[config.mk]
export PLATFORM = sky130hd
export DESIGN_NAME = fp_mac_seq_ctrl_flat
export DESIGN_NICKNAME = d
export VERILOG_FILES = /design/src/rtl/fp_mac_pkg.sv /design/src/rtl/fp_mac_seq_ctrl_if.sv /design/src/rtl/fp_mac_btn_sync.sv /design/src/rtl/fp_mac_seq_ctrl.sv /design/src/flat_wrapper.sv
export SDC_FILE = /design/constraint.sdc
export NUM_CORES = 1
export LEC_CHECK = 0
export CAP_MARGIN = 20
export CORE_ASPECT_RATIO = 1.75
export CORE_MARGIN = 2
export CORE_UTILIZATION = 35
export DETAILED_ROUTE_END_ITERATION = 8
export PLACE_DENSITY = 0.68
export RECOVER_POWER = 50
export SLEW_MARGIN = 20
export SYNTH_ARGS = -nofsm -noshare
export SYNTH_HDL_FRONTEND = slang
export SYNTH_HIERARCHICAL = 1
export SYNTH_SLANG_ARGS = --single-unit
export TNS_END_PERCENT = 20
[constraint.sdc]
create_clock -name i_clk -period 1.92 [get_ports i_clk]
set_input_delay 0.288 -clock i_clk [delete_from_list [all_inputs] [get_ports i_clk]]
set_output_delay 0.288 -clock i_clk [all_outputs]
set_load 0.01 [all_outputs]
[src/rtl/fp_mac_pkg.sv]
// Shared types and constants for the FP MAC sequencer: state encoding,
// LCD status codes and default geometry.
package fp_mac_pkg;

    typedef enum logic [2:0] {
        ST_IDLE     = 3'd0,
        ST_LOAD_A   = 3'd1,
        ST_LOAD_B   = 3'd2,
        ST_MAC_RD   = 3'd3,
        ST_MAC_REQ  = 3'd4,
        ST_MAC_WAIT = 3'd5,
        ST_DONE     = 3'd6
    } state_e;

    localparam logic [4:0] ARD_IDLE   = 5'h00;
    localparam logic [4:0] ARD_LOAD_A = 5'h01;
    localparam logic [4:0] ARD_LOAD_B = 5'h02;
    localparam logic [4:0] ARD_MAC    = 5'h03;
    localparam logic [4:0] ARD_DONE   = 5'h04;

    localparam int DEF_DATA_W = 32;
    localparam int DEF_DEPTH  = 4;
    localparam int DEF_ADDR_W = 4;

    function automatic logic [4:0] arduino_code(input state_e s);
        case (s)
            ST_IDLE:                            return ARD_IDLE;
            ST_LOAD_A:                          return ARD_LOAD_A;
            ST_LOAD_B:                          return ARD_LOAD_B;
            ST_MAC_RD, ST_MAC_REQ, ST_MAC_WAIT: return ARD_MAC;
            ST_DONE:                            return ARD_DONE;
            default:                            return ARD_IDLE;
        endcase
    endfunction

endpackage

[src/rtl/fp_mac_seq_ctrl_if.sv]
// SRAM and FMA bus between the sequencer (master) and the memories / FMA unit (slave).
interface fp_mac_seq_ctrl_if
    import fp_mac_pkg::*;
#(
    parameter int DATA_W = DEF_DATA_W,
    parameter int ADDR_W = DEF_ADDR_W
);
    logic [ADDR_W-1:0] o_sram_addr;
    logic [DATA_W-1:0] o_sram_wdata;
    logic              o_sram_a_we;
    logic              o_sram_b_we;
    logic              o_sram_re;
    logic [DATA_W-1:0] i_sram_a_rdata;
    logic [DATA_W-1:0] i_sram_b_rdata;
    logic              o_fma_valid;
    logic [DATA_W-1:0] o_fma_a;
    logic [DATA_W-1:0] o_fma_b;
    logic [DATA_W-1:0] o_fma_c;
    logic              i_fma_ready;
    logic              i_fma_done;
    logic [DATA_W-1:0] i_fma_result;

    modport master (
        output o_sram_addr, o_sram_wdata, o_sram_a_we, o_sram_b_we, o_sram_re,
        input  i_sram_a_rdata, i_sram_b_rdata,
        output o_fma_valid, o_fma_a, o_fma_b, o_fma_c,
        input  i_fma_ready, i_fma_done, i_fma_result
    );

    modport slave (
        input  o_sram_addr, o_sram_wdata, o_sram_a_we, o_sram_b_we, o_sram_re,
        output i_sram_a_rdata, i_sram_b_rdata,
        input  o_fma_valid, o_fma_a, o_fma_b, o_fma_c,
        output i_fma_ready, i_fma_done, i_fma_result
    );

endinterface

[src/rtl/fp_mac_btn_sync.sv]
// Two-flop synchroniser plus rising-edge detect for a level push button;
// one press pulse per 0->1 transition.
module fp_mac_btn_sync
    import fp_mac_pkg::*;
(
    input  logic i_clk,
    input  logic i_rst,
    input  logic i_btn,
    output logic o_press
);
    logic [1:0] sync_q, sync_d;
    logic       prev_q, prev_d;

    always_comb begin
        sync_d = {sync_q[0], i_btn};
        prev_d = sync_q[1];
    end

    always_ff @(posedge i_clk) begin
        if (!i_rst) begin
            sync_q <= '0;
            prev_q <= 1'b0;
        end else begin
            sync_q <= sync_d;
            prev_q <= prev_d;
        end
    end

    assign o_press = sync_q[1] & ~prev_q;

endmodule

[src/rtl/fp_mac_seq_ctrl.sv]
// Keypad-to-SRAM loader and dot-product sequencer driving an external FMA unit.
// Define FP_MAC_SEQ_BTN_EDGE_EN to treat i_push_btn as a level with edge detect.
module fp_mac_seq_ctrl
    import fp_mac_pkg::*;
#(
    parameter int DATA_W = DEF_DATA_W,
    parameter int DEPTH  = DEF_DEPTH,
    parameter int ADDR_W = DEF_ADDR_W
)
(
    input  logic                 i_clk,
    input  logic                 i_rst,
    input  logic                 i_push_btn,
    input  logic [7:0]           i_keypad,
    fp_mac_seq_ctrl_if.master    bus,
    output logic [DATA_W-1:0]    o_result,
    output logic                 o_result_valid,
    output logic [4:0]           o_arduino,
    output logic [2:0]           o_state
);
    localparam int                BYTES     = DATA_W / 8;
    localparam int                BCNT_W    = $clog2(BYTES) + 1;
    localparam logic [BCNT_W-1:0] LAST_BYTE = BCNT_W'(BYTES - 1);
    localparam logic [ADDR_W-1:0] LAST_IDX  = ADDR_W'(DEPTH - 1);

    state_e              state_q, state_d;
    logic [DATA_W-1:0]   acc_q, acc_d;
    logic [ADDR_W-1:0]   addr_q, addr_d;
    logic [BCNT_W-1:0]   byte_cnt_q, byte_cnt_d;
    logic [DATA_W-1:0]   word_q, word_d;
    logic                a_we_q, a_we_d;
    logic                b_we_q, b_we_d;
    logic [DATA_W-1:0]   opa_q, opa_d;
    logic [DATA_W-1:0]   opb_q, opb_d;
    logic                op_lat_q, op_lat_d;
    logic [DATA_W-1:0]   result_q, result_d;
    logic                result_valid_q, result_valid_d;
    logic                press;

`ifdef FP_MAC_SEQ_BTN_EDGE_EN
    fp_mac_btn_sync u_btn_sync (
        .i_clk   (i_clk),
        .i_rst   (i_rst),
        .i_btn   (i_push_btn),
        .o_press (press)
    );
`else
    assign press = i_push_btn;
`endif

    always_comb begin
        state_d        = state_q;
        acc_d          = acc_q;
        addr_d         = addr_q;
        byte_cnt_d     = byte_cnt_q;
        word_d         = word_q;
        a_we_d         = 1'b0;
        b_we_d         = 1'b0;
        opa_d          = opa_q;
        opb_d          = opb_q;
        op_lat_d       = op_lat_q;
        result_d       = result_q;
        result_valid_d = result_valid_q;

        unique case (state_q)
            ST_IDLE: begin
                if (press) begin
                    state_d    = ST_LOAD_A;
                    addr_d     = '0;
                    byte_cnt_d = '0;
                    word_d     = '0;
                end
            end
            ST_LOAD_A, ST_LOAD_B: begin
                // Write cycle: advance the index, or leave the load phase after the last word.
                if (a_we_q || b_we_q) begin
                    if (addr_q == LAST_IDX) begin
                        addr_d  = '0;
                        state_d = (state_q == ST_LOAD_A) ? ST_LOAD_B : ST_MAC_RD;
                    end else begin
                        addr_d = addr_q + 1'b1;
                    end
                end
                if (press && state_d != ST_MAC_RD) begin
                    word_d = {word_q[DATA_W-9:0], i_keypad};
                    if (byte_cnt_q == LAST_BYTE) begin
                        byte_cnt_d = '0;
                        if (state_q == ST_LOAD_A) a_we_d = 1'b1;
                        else                      b_we_d = 1'b1;
                    end else begin
                        byte_cnt_d = byte_cnt_q + 1'b1;
                    end
                end
            end
            ST_MAC_RD: begin
                op_lat_d = 1'b0;
                state_d  = ST_MAC_REQ;
            end
            ST_MAC_REQ: begin
                // Read data is live only in the first request cycle; hold a copy for backpressure.
                if (!op_lat_q) begin
                    opa_d    = bus.i_sram_a_rdata;
                    opb_d    = bus.i_sram_b_rdata;
                    op_lat_d = 1'b1;
                end
                if (bus.i_fma_ready) state_d = ST_MAC_WAIT;
            end
            ST_MAC_WAIT: begin
                if (bus.i_fma_done) begin
                    acc_d = bus.i_fma_result;
                    if (addr_q == LAST_IDX) begin
                        state_d        = ST_DONE;
                        result_d       = bus.i_fma_result;
                        result_valid_d = 1'b1;
                    end else begin
                        addr_d  = addr_q + 1'b1;
                        state_d = ST_MAC_RD;
                    end
                end
            end
            ST_DONE: begin
                if (press) begin
                    state_d        = ST_LOAD_A;
                    acc_d          = '0;
                    result_d       = '0;
                    result_valid_d = 1'b0;
                    addr_d         = '0;
                    byte_cnt_d     = '0;
                    word_d         = '0;
                end
            end
            default: state_d = ST_IDLE;
        endcase
    end

    always_ff @(posedge i_clk) begin
        if (!i_rst) begin
            state_q        <= ST_IDLE;
            acc_q          <= '0;
            addr_q         <= '0;
            byte_cnt_q     <= '0;
            word_q         <= '0;
            a_we_q         <= 1'b0;
            b_we_q         <= 1'b0;
            opa_q          <= '0;
            opb_q          <= '0;
            op_lat_q       <= 1'b0;
            result_q       <= '0;
            result_valid_q <= 1'b0;
        end else begin
            state_q        <= state_d;
            acc_q          <= acc_d;
            addr_q         <= addr_d;
            byte_cnt_q     <= byte_cnt_d;
            word_q         <= word_d;
            a_we_q         <= a_we_d;
            b_we_q         <= b_we_d;
            opa_q          <= opa_d;
            opb_q          <= opb_d;
            op_lat_q       <= op_lat_d;
            result_q       <= result_d;
            result_valid_q <= result_valid_d;
        end
    end

    assign bus.o_sram_addr  = addr_q;
    assign bus.o_sram_wdata = word_q;
    assign bus.o_sram_a_we  = a_we_q;
    assign bus.o_sram_b_we  = b_we_q;
    assign bus.o_sram_re    = (state_q == ST_MAC_RD);
    assign bus.o_fma_valid  = (state_q == ST_MAC_REQ);
    assign bus.o_fma_a      = op_lat_q ? opa_q : bus.i_sram_a_rdata;
    assign bus.o_fma_b      = op_lat_q ? opb_q : bus.i_sram_b_rdata;
    assign bus.o_fma_c      = acc_q;

    assign o_result       = result_q;
    assign o_result_valid = result_valid_q;
    assign o_arduino      = arduino_code(state_q);
    assign o_state        = state_q;

endmodule

[src/flat_wrapper.sv]
// flat-port wrapper written by rule: the top's interface ports become plain ports
module fp_mac_seq_ctrl_flat import fp_mac_pkg::*;
#(
    parameter int DATA_W = DEF_DATA_W,
    parameter int DEPTH  = DEF_DEPTH,
    parameter int ADDR_W = DEF_ADDR_W
)
  (i_clk, i_rst, i_push_btn, i_keypad, o_result, o_result_valid, o_arduino, o_state, bus_o_sram_addr, bus_o_sram_wdata, bus_o_sram_a_we, bus_o_sram_b_we, bus_o_sram_re, bus_i_sram_a_rdata, bus_i_sram_b_rdata, bus_o_fma_valid, bus_o_fma_a, bus_o_fma_b, bus_o_fma_c, bus_i_fma_ready, bus_i_fma_done, bus_i_fma_result);
  fp_mac_seq_ctrl_if #(.DATA_W(DATA_W), .ADDR_W(ADDR_W)) bus_i ();
  input  logic i_clk;
  input  logic i_rst;
  input  logic i_push_btn;
  input  logic [7:0] i_keypad;
  output logic [DATA_W-1:0] o_result;
  output logic o_result_valid;
  output logic [4:0] o_arduino;
  output logic [2:0] o_state;
  output wire logic [$bits(bus_i.o_sram_addr)-1:0] bus_o_sram_addr;
  output wire logic [$bits(bus_i.o_sram_wdata)-1:0] bus_o_sram_wdata;
  output wire logic [$bits(bus_i.o_sram_a_we)-1:0] bus_o_sram_a_we;
  output wire logic [$bits(bus_i.o_sram_b_we)-1:0] bus_o_sram_b_we;
  output wire logic [$bits(bus_i.o_sram_re)-1:0] bus_o_sram_re;
  input wire logic [$bits(bus_i.i_sram_a_rdata)-1:0] bus_i_sram_a_rdata;
  input wire logic [$bits(bus_i.i_sram_b_rdata)-1:0] bus_i_sram_b_rdata;
  output wire logic [$bits(bus_i.o_fma_valid)-1:0] bus_o_fma_valid;
  output wire logic [$bits(bus_i.o_fma_a)-1:0] bus_o_fma_a;
  output wire logic [$bits(bus_i.o_fma_b)-1:0] bus_o_fma_b;
  output wire logic [$bits(bus_i.o_fma_c)-1:0] bus_o_fma_c;
  input wire logic [$bits(bus_i.i_fma_ready)-1:0] bus_i_fma_ready;
  input wire logic [$bits(bus_i.i_fma_done)-1:0] bus_i_fma_done;
  input wire logic [$bits(bus_i.i_fma_result)-1:0] bus_i_fma_result;
  assign bus_o_sram_addr = bus_i.o_sram_addr;
  assign bus_o_sram_wdata = bus_i.o_sram_wdata;
  assign bus_o_sram_a_we = bus_i.o_sram_a_we;
  assign bus_o_sram_b_we = bus_i.o_sram_b_we;
  assign bus_o_sram_re = bus_i.o_sram_re;
  assign bus_i.i_sram_a_rdata = bus_i_sram_a_rdata;
  assign bus_i.i_sram_b_rdata = bus_i_sram_b_rdata;
  assign bus_o_fma_valid = bus_i.o_fma_valid;
  assign bus_o_fma_a = bus_i.o_fma_a;
  assign bus_o_fma_b = bus_i.o_fma_b;
  assign bus_o_fma_c = bus_i.o_fma_c;
  assign bus_i.i_fma_ready = bus_i_fma_ready;
  assign bus_i.i_fma_done = bus_i_fma_done;
  assign bus_i.i_fma_result = bus_i_fma_result;
  fp_mac_seq_ctrl #(.DATA_W(DATA_W), .DEPTH(DEPTH), .ADDR_W(ADDR_W)) u_core (.i_clk(i_clk), .i_rst(i_rst), .i_push_btn(i_push_btn), .i_keypad(i_keypad), .bus(bus_i), .o_result(o_result), .o_result_valid(o_result_valid), .o_arduino(o_arduino), .o_state(o_state));
endmodule
---- Word level (Yosys, flattened, before mapping) ----
Index checks and enable logic that the tools add are counted.
operators by class
  reductions and logical operators ........ 16
  mux-type cells .......................... 37
  add/subtract/negate cells ............... 2
  eq/ne operators ......................... 17
operators by type and width
  cell                 count
  $mux 32              7
  $pmux 32 s2          3
  $mux 3               10
  $mux 4               5
  $pmux 3 s5           1
  $pmux 3 s4           1
  $pmux 4 s3           1
  $ne 2x1->1 const B   5
  $eq 3x2->1 const B   3
  $eq 3x3->1 const B   3
  $reduce_and 3->1     3
  $reduce_and 4->1     2
  $mux 1               6
  $ne 2x2->1 const B   3
  $pmux 3 s2           1
  $reduce_bool 2->1    3
  $reduce_and 5->1     1
  $add 4x1->4 const B  1
  $eq 4x2->1 const B   1
  $pmux 1 s2           2
  $reduce_or 2->1      2
  $add 3x1->3 const B  1
  $eq 3x1->1 const B   1
  $logic_not 3->1      1
  other kinds (5)      5
storage, ports and cells
  output and inout bits ................... 177
  register bits ........................... 174

---- Longest topological paths before layout ----
  word-level depth ........................ 9
  gate-level depth with buffers ........... 9
  mapped depth without buffers ............ 7

---- Worst setup path after synthesis ----
Ideal clock, no wire load.
  kind .................................... reg2reg
  from .................................... register u_core.addr_q[0], in the netlist u_core/bus.o_sram_addr[0]
  to ...................................... register u_core.byte_cnt_q[0]
  library setup time ...................... 0.070 ns
  stages on the path, launching flop included .. 9
  arrival time ............................ 1.878 ns
  path slack .............................. -0.028 ns
  period minus slack after synthesis ...... 1.948 ns
  buffers on the path ..................... 2
  cells stage by stage .................... dfxtp_1 > ha_1 > or3b_1 > clkbuf_2 > nor2_4 > a21o_1 > buf_2 > or4_1 > a21boi_1
between the ends
  cells in the longest elaborated chain, start to end .. 8
RTL lines
  element                     RTL line                RTL
  start: declaration          fp_mac_seq_ctrl.sv:28   logic [ADDR_W-1:0] addr_q, addr_d;
  start signal: assignment    fp_mac_seq_ctrl.sv:153  addr_q <= addr_d;
  $eq 4x2->1                  fp_mac_seq_ctrl.sv:77   if (addr_q == LAST_IDX) begin
  $mux 3                      fp_mac_seq_ctrl.sv:77
  $mux 3                      fp_mac_seq_ctrl.sv:76   if (a_we_q || b_we_q) begin
  $mux 3                      fp_mac_seq_ctrl.sv:65   unique case (state_q)
  $ne 3x2->1                  fp_mac_seq_ctrl.sv:84   if (press && state_d != ST_MAC_RD) begin
  $logic_and 1x1->1           fp_mac_seq_ctrl.sv:84
  $ne 2x1->1 (no line)        n/a
  $reduce_and 3->1 (no line)  n/a
  end signal: assignment      fp_mac_seq_ctrl.sv:154  byte_cnt_q <= byte_cnt_d;
  end: declaration            fp_mac_seq_ctrl.sv:29   logic [BCNT_W-1:0] byte_cnt_q, byte_cnt_d;
No other way between the ends. The select of a mux whose other input is x is not followed.
A chain may end at the register's enable or synchronous reset.

---- Final worst setup path ----
  from .................................... register u_core.op_lat_q
  to ...................................... output bus_o_fma_b[6]
between the ends
  cells in the longest elaborated chain, start to end .. 1
RTL lines
  element                   RTL line                RTL
  start: declaration        fp_mac_seq_ctrl.sv:35   logic op_lat_q, op_lat_d;
  start signal: assignment  fp_mac_seq_ctrl.sv:160  op_lat_q <= op_lat_d;
  $mux 32                   n/a
  end: declaration          flat_wrapper.sv:27      output wire logic [$bits(bus_i.o_fma_b)-1:0] bus_o_fma_b;
No other way between the ends.

==> impl.org <==
** Route
- Vias :: 7496
- For this run, design rule violations remaining after detail routing come to 0.
- Summed over all layers, the routed wires come to 25400 um.
- Antenna Violating Nets Remaining :: 0
- In the routed layout, each cell is associated on average with a via count of 5.03.
- Average wire per cell in the routed design :: 17.1 um
- Initial drt markers :: 392
- Total iterations of the first detailed-routing run :: 5

** Timing
- The tightest hold path in the finished design has a slack of 0.315 ns.
- Timing would allow up to 511 MHz.
- Worst slew margin relative to its limit :: 0.650
- Setup repair after global routing could not meet its margin everywhere.
- Setup violations remaining at the end of the flow were counted as 17.
- The max-slew violation count came to 0.
- Crit share post-route :: 1.02
- Shortest period the worst path allows :: 1.96 ns
- Final WS setup :: -0.0375 ns
- Across the routed clock network, the largest skew measured is 0.00663 ns.
- Hold violation total from the final report :: 0
- Transition time at the pin with the least slew margin :: 0.525 ns

** Placed design
- Once detailed placement completed, the half-perimeter wirelength came to 16000 um.
- Placement-stage worst setup slack :: -0.124 ns
- Routability-driven placement finished with a final weighted congestion of 0.786.
- Number of port buffers :: 283
- Placed instance area :: 11000 um^2
- Placed Cells :: 1426

** Final layout
- Final-stage net count :: 1295
- Highest-count cells in the layout ignoring fill and taps :: dfxtp_1 (169), clkdlybuf4s50_1 (136), nand2_1 (104)
- The repair_antennas step left the layout with diodes totalling 0.
- Leaving out filler cells and counting taps, the final layout contains 1490.
- Leaving out fill and tap cells, the most frequent cell in the layout is dfxtp_1.
- Post-layout instance area :: 12100 um^2
- P&R area growth vs syn :: 56.0%
- Of the cells placed in the final design, the portion with a size suffix greater than 1 is 0.206.

** Synth
- Post-synthesis sequential area ratio :: 0.450
- Synthesized flop and latch total :: 174
- Post-Syn Area :: 7740 um^2
- The synthesized design contains 0 enable-type register cells.
- Post-synth top flop :: dfxtp_1
- Synthesized netlist cell count :: 897
- The Yosys step of the flow raised 6 warnings.
- The number of different library cells used by synthesis comes to 42.
- Each instance of the synthesized netlist takes up on average 8.62 um^2.
- Fraction of registers with async set or reset after synthesis :: 0

** Global route
- Maximum number of pins on one net before global-route repair :: 77
- Initial antenna violation count :: 0
- The via count of the first global-routing pass came to 7171.
- Summed over all layers, the global routing overflow is 0.
- For this run, the total global-route usage over all layers was measured as 0.206.
- First-pass GRT wire length :: 38200 um

** Worst setup path
- In this run the worst path has a maximum fanout of 6.
- The worst setup path is launched from a flop.
- The critical path contains buffers and inverters numbering 4 combined.
- The largest individual stage delay along the critical path comes from the cell dfxtp_4.
- CP arrival :: 1.67 ns
- Library cell appearing most often on the critical path :: buf_12
- The setup path with the least slack is of type flop to primary output.
- The cell family contributing the most delay on the critical path is buffers and inverters.
- Kind of end point of the critical path :: primary output
- Series of cell instances along the critical path :: buf_6 -> buf_12 -> buf_12 -> mux2_2 -> buf_2
- Critical Path Max Stage Delay :: 0.39 ns
- Required time of the critical path :: 1.63 ns

** Power
- Across the VDD grid, the largest voltage drop is 650 uV.
- For this design the ratio of total power to cell area is 639 nW/um^2.
- Summed over all cells, the static leakage comes to 4.52 nW.
- The completed layout was analyzed and its total power is 7.71 mW.

** Clock network
- In this run the deepest clock path goes through 2 buffers.
- The clock net in this run drives a total of 174 sinks.
- Clock latency of the later-clocked register in the worst-skew pair :: 0.42 ns
- Buffer cell driving the clock tree root :: clkbuf_16
- The number of clock buffers added by TritonCTS is 17.
- Hold repair after CTS inserted 0 buffers.
- TritonCTS built the clock tree.
- Clock-pin slew was measured on the worst setup and hold paths at 0.06 ns.
- H-tree levels :: 4

** Die
- The die covers 23400 um^2.
- For this configuration, the core starts out at a cell density of 0.353.
- Die outline height :: 201 um
- Count of boundary I/O pins :: 286
- The floorplan step set the die width to 116 um.
- In this run the core area contains 72 standard-cell rows.
- The total area inside the core boundary comes to 21900 um^2.

** Status
- Failing checks :: setup timing
- Outcome :: finished, violations left

** Run
- Max-cap violations in this run came to 0.

** Worst hold path
- The path class of the tightest hold or removal check is primary input to flop.
==> final cells by class <==
class | instances | area (um^2)
multi-input cells | 633 | 4040
well taps | 296 | 370
clock inverters | 7 | 65.1
repair buffers | 352 | 3600
fillers | 2009 | 9820
flip-flops and latches | 174 | 3490
inverters | 6 | 25.0
clock buffers | 22 | 474
==> path summary, 6_finish.rpt <==
kind	start	to	slack (ns)	cells after the start
setup / recovery	u_core/op_lat_q	bus_o_fma_b[6]	-0.04	5
hold / removal	i_rst	u_core/o_result_valid	0.31	2
hold reg to reg	u_core/o_result[31]	u_core/o_result[31]	0.45	2
setup reg to reg	u_core/bus.o_sram_addr[0]	u_core/o_result[5]	0.05	7
==> through the flow <==
| step | utilization | setup TNS (ns) |
|---|---|---|
| after floorplan | - | 0 |
| after global placement | 0.502 | -1.93 |
| after detailed placement | 0.502 | -4.64 |
| after CTS | 0.540 | -2.03 |
| after global routing | 0.551 | -2.84 |
| final | 0.551 | -0.187 |
==> sequential cells by signal, summed over array words and instances, names as in the netlist <==
name,flops
u_core/bus.o_fma_c,32
u_core/bus.o_sram_a_we,1
u_core/bus.o_sram_addr,4
u_core/bus.o_sram_b_we,1
u_core/bus.o_sram_wdata,32
u_core/byte_cnt_q,3
u_core/o_result,32
u_core/o_result_valid,1
u_core/o_state,3
u_core/op_lat_q,1
u_core/opa_q,32
u_core/opb_q,32
==> logic make-up after synthesis <==
kind of cell / after synthesis / share of synthesized area
AO/OA/AOI/OAI: 130 / 0.122
adder cells (fa/ha/maj): 2 / 0.00323
buffers and inverters: 91 / 0.0509
flip-flops: 174 / 0.450
multiplexers: 64 / 0.0932
other: 1 / 0.000485
AND/OR/NAND/NOR: 435 / 0.280
==> per-layer routing <==
layer,GRT usage,share of wire
met4,0.0634,0.017
met2,0.366,0.53
met3,0.0673,0.072
met1,0.228,0.38
met5,0,0
==> power by group <==
part | internal (mW) | switching (mW)
logic | 0.476 | 0.340
clock network | 1.86 | 1.40
registers | 3.62 | 0.0157
total | 5.95 | 1.75
==> repair_timing <==
action / CTS / global route
pin swaps: 0 / 2
gates cloned: 3 / 5
setup buffers: 15 / 12
setup endpoints to repair: 95 / 126
resized for setup: 277 / 83
==> synth_stat cells, drive strengths merged, types with 4 or more instances <==
| library cell | instances | area, um^2 |
|---|---|---|
| dfxtp | 174 | 3480 |
| nor3b | 64 | 480 |
| buf | 33 | 175 |
| nand3 | 103 | 515 |
| nor2b | 4 | 25.0 |
| nor2 | 74 | 285 |
| a21boi | 99 | 743 |
| o21ai | 12 | 60.1 |
| clkbuf | 52 | 196 |
| inv | 5 | 18.8 |
| nand2 | 105 | 394 |
| mux2 | 64 | 721 |
| a21oi | 6 | 33.8 |
| nor3 | 66 | 330 |
| nand2b | 6 | 37.5 |
No activity file was read; power rests on OpenSTA's default activity.
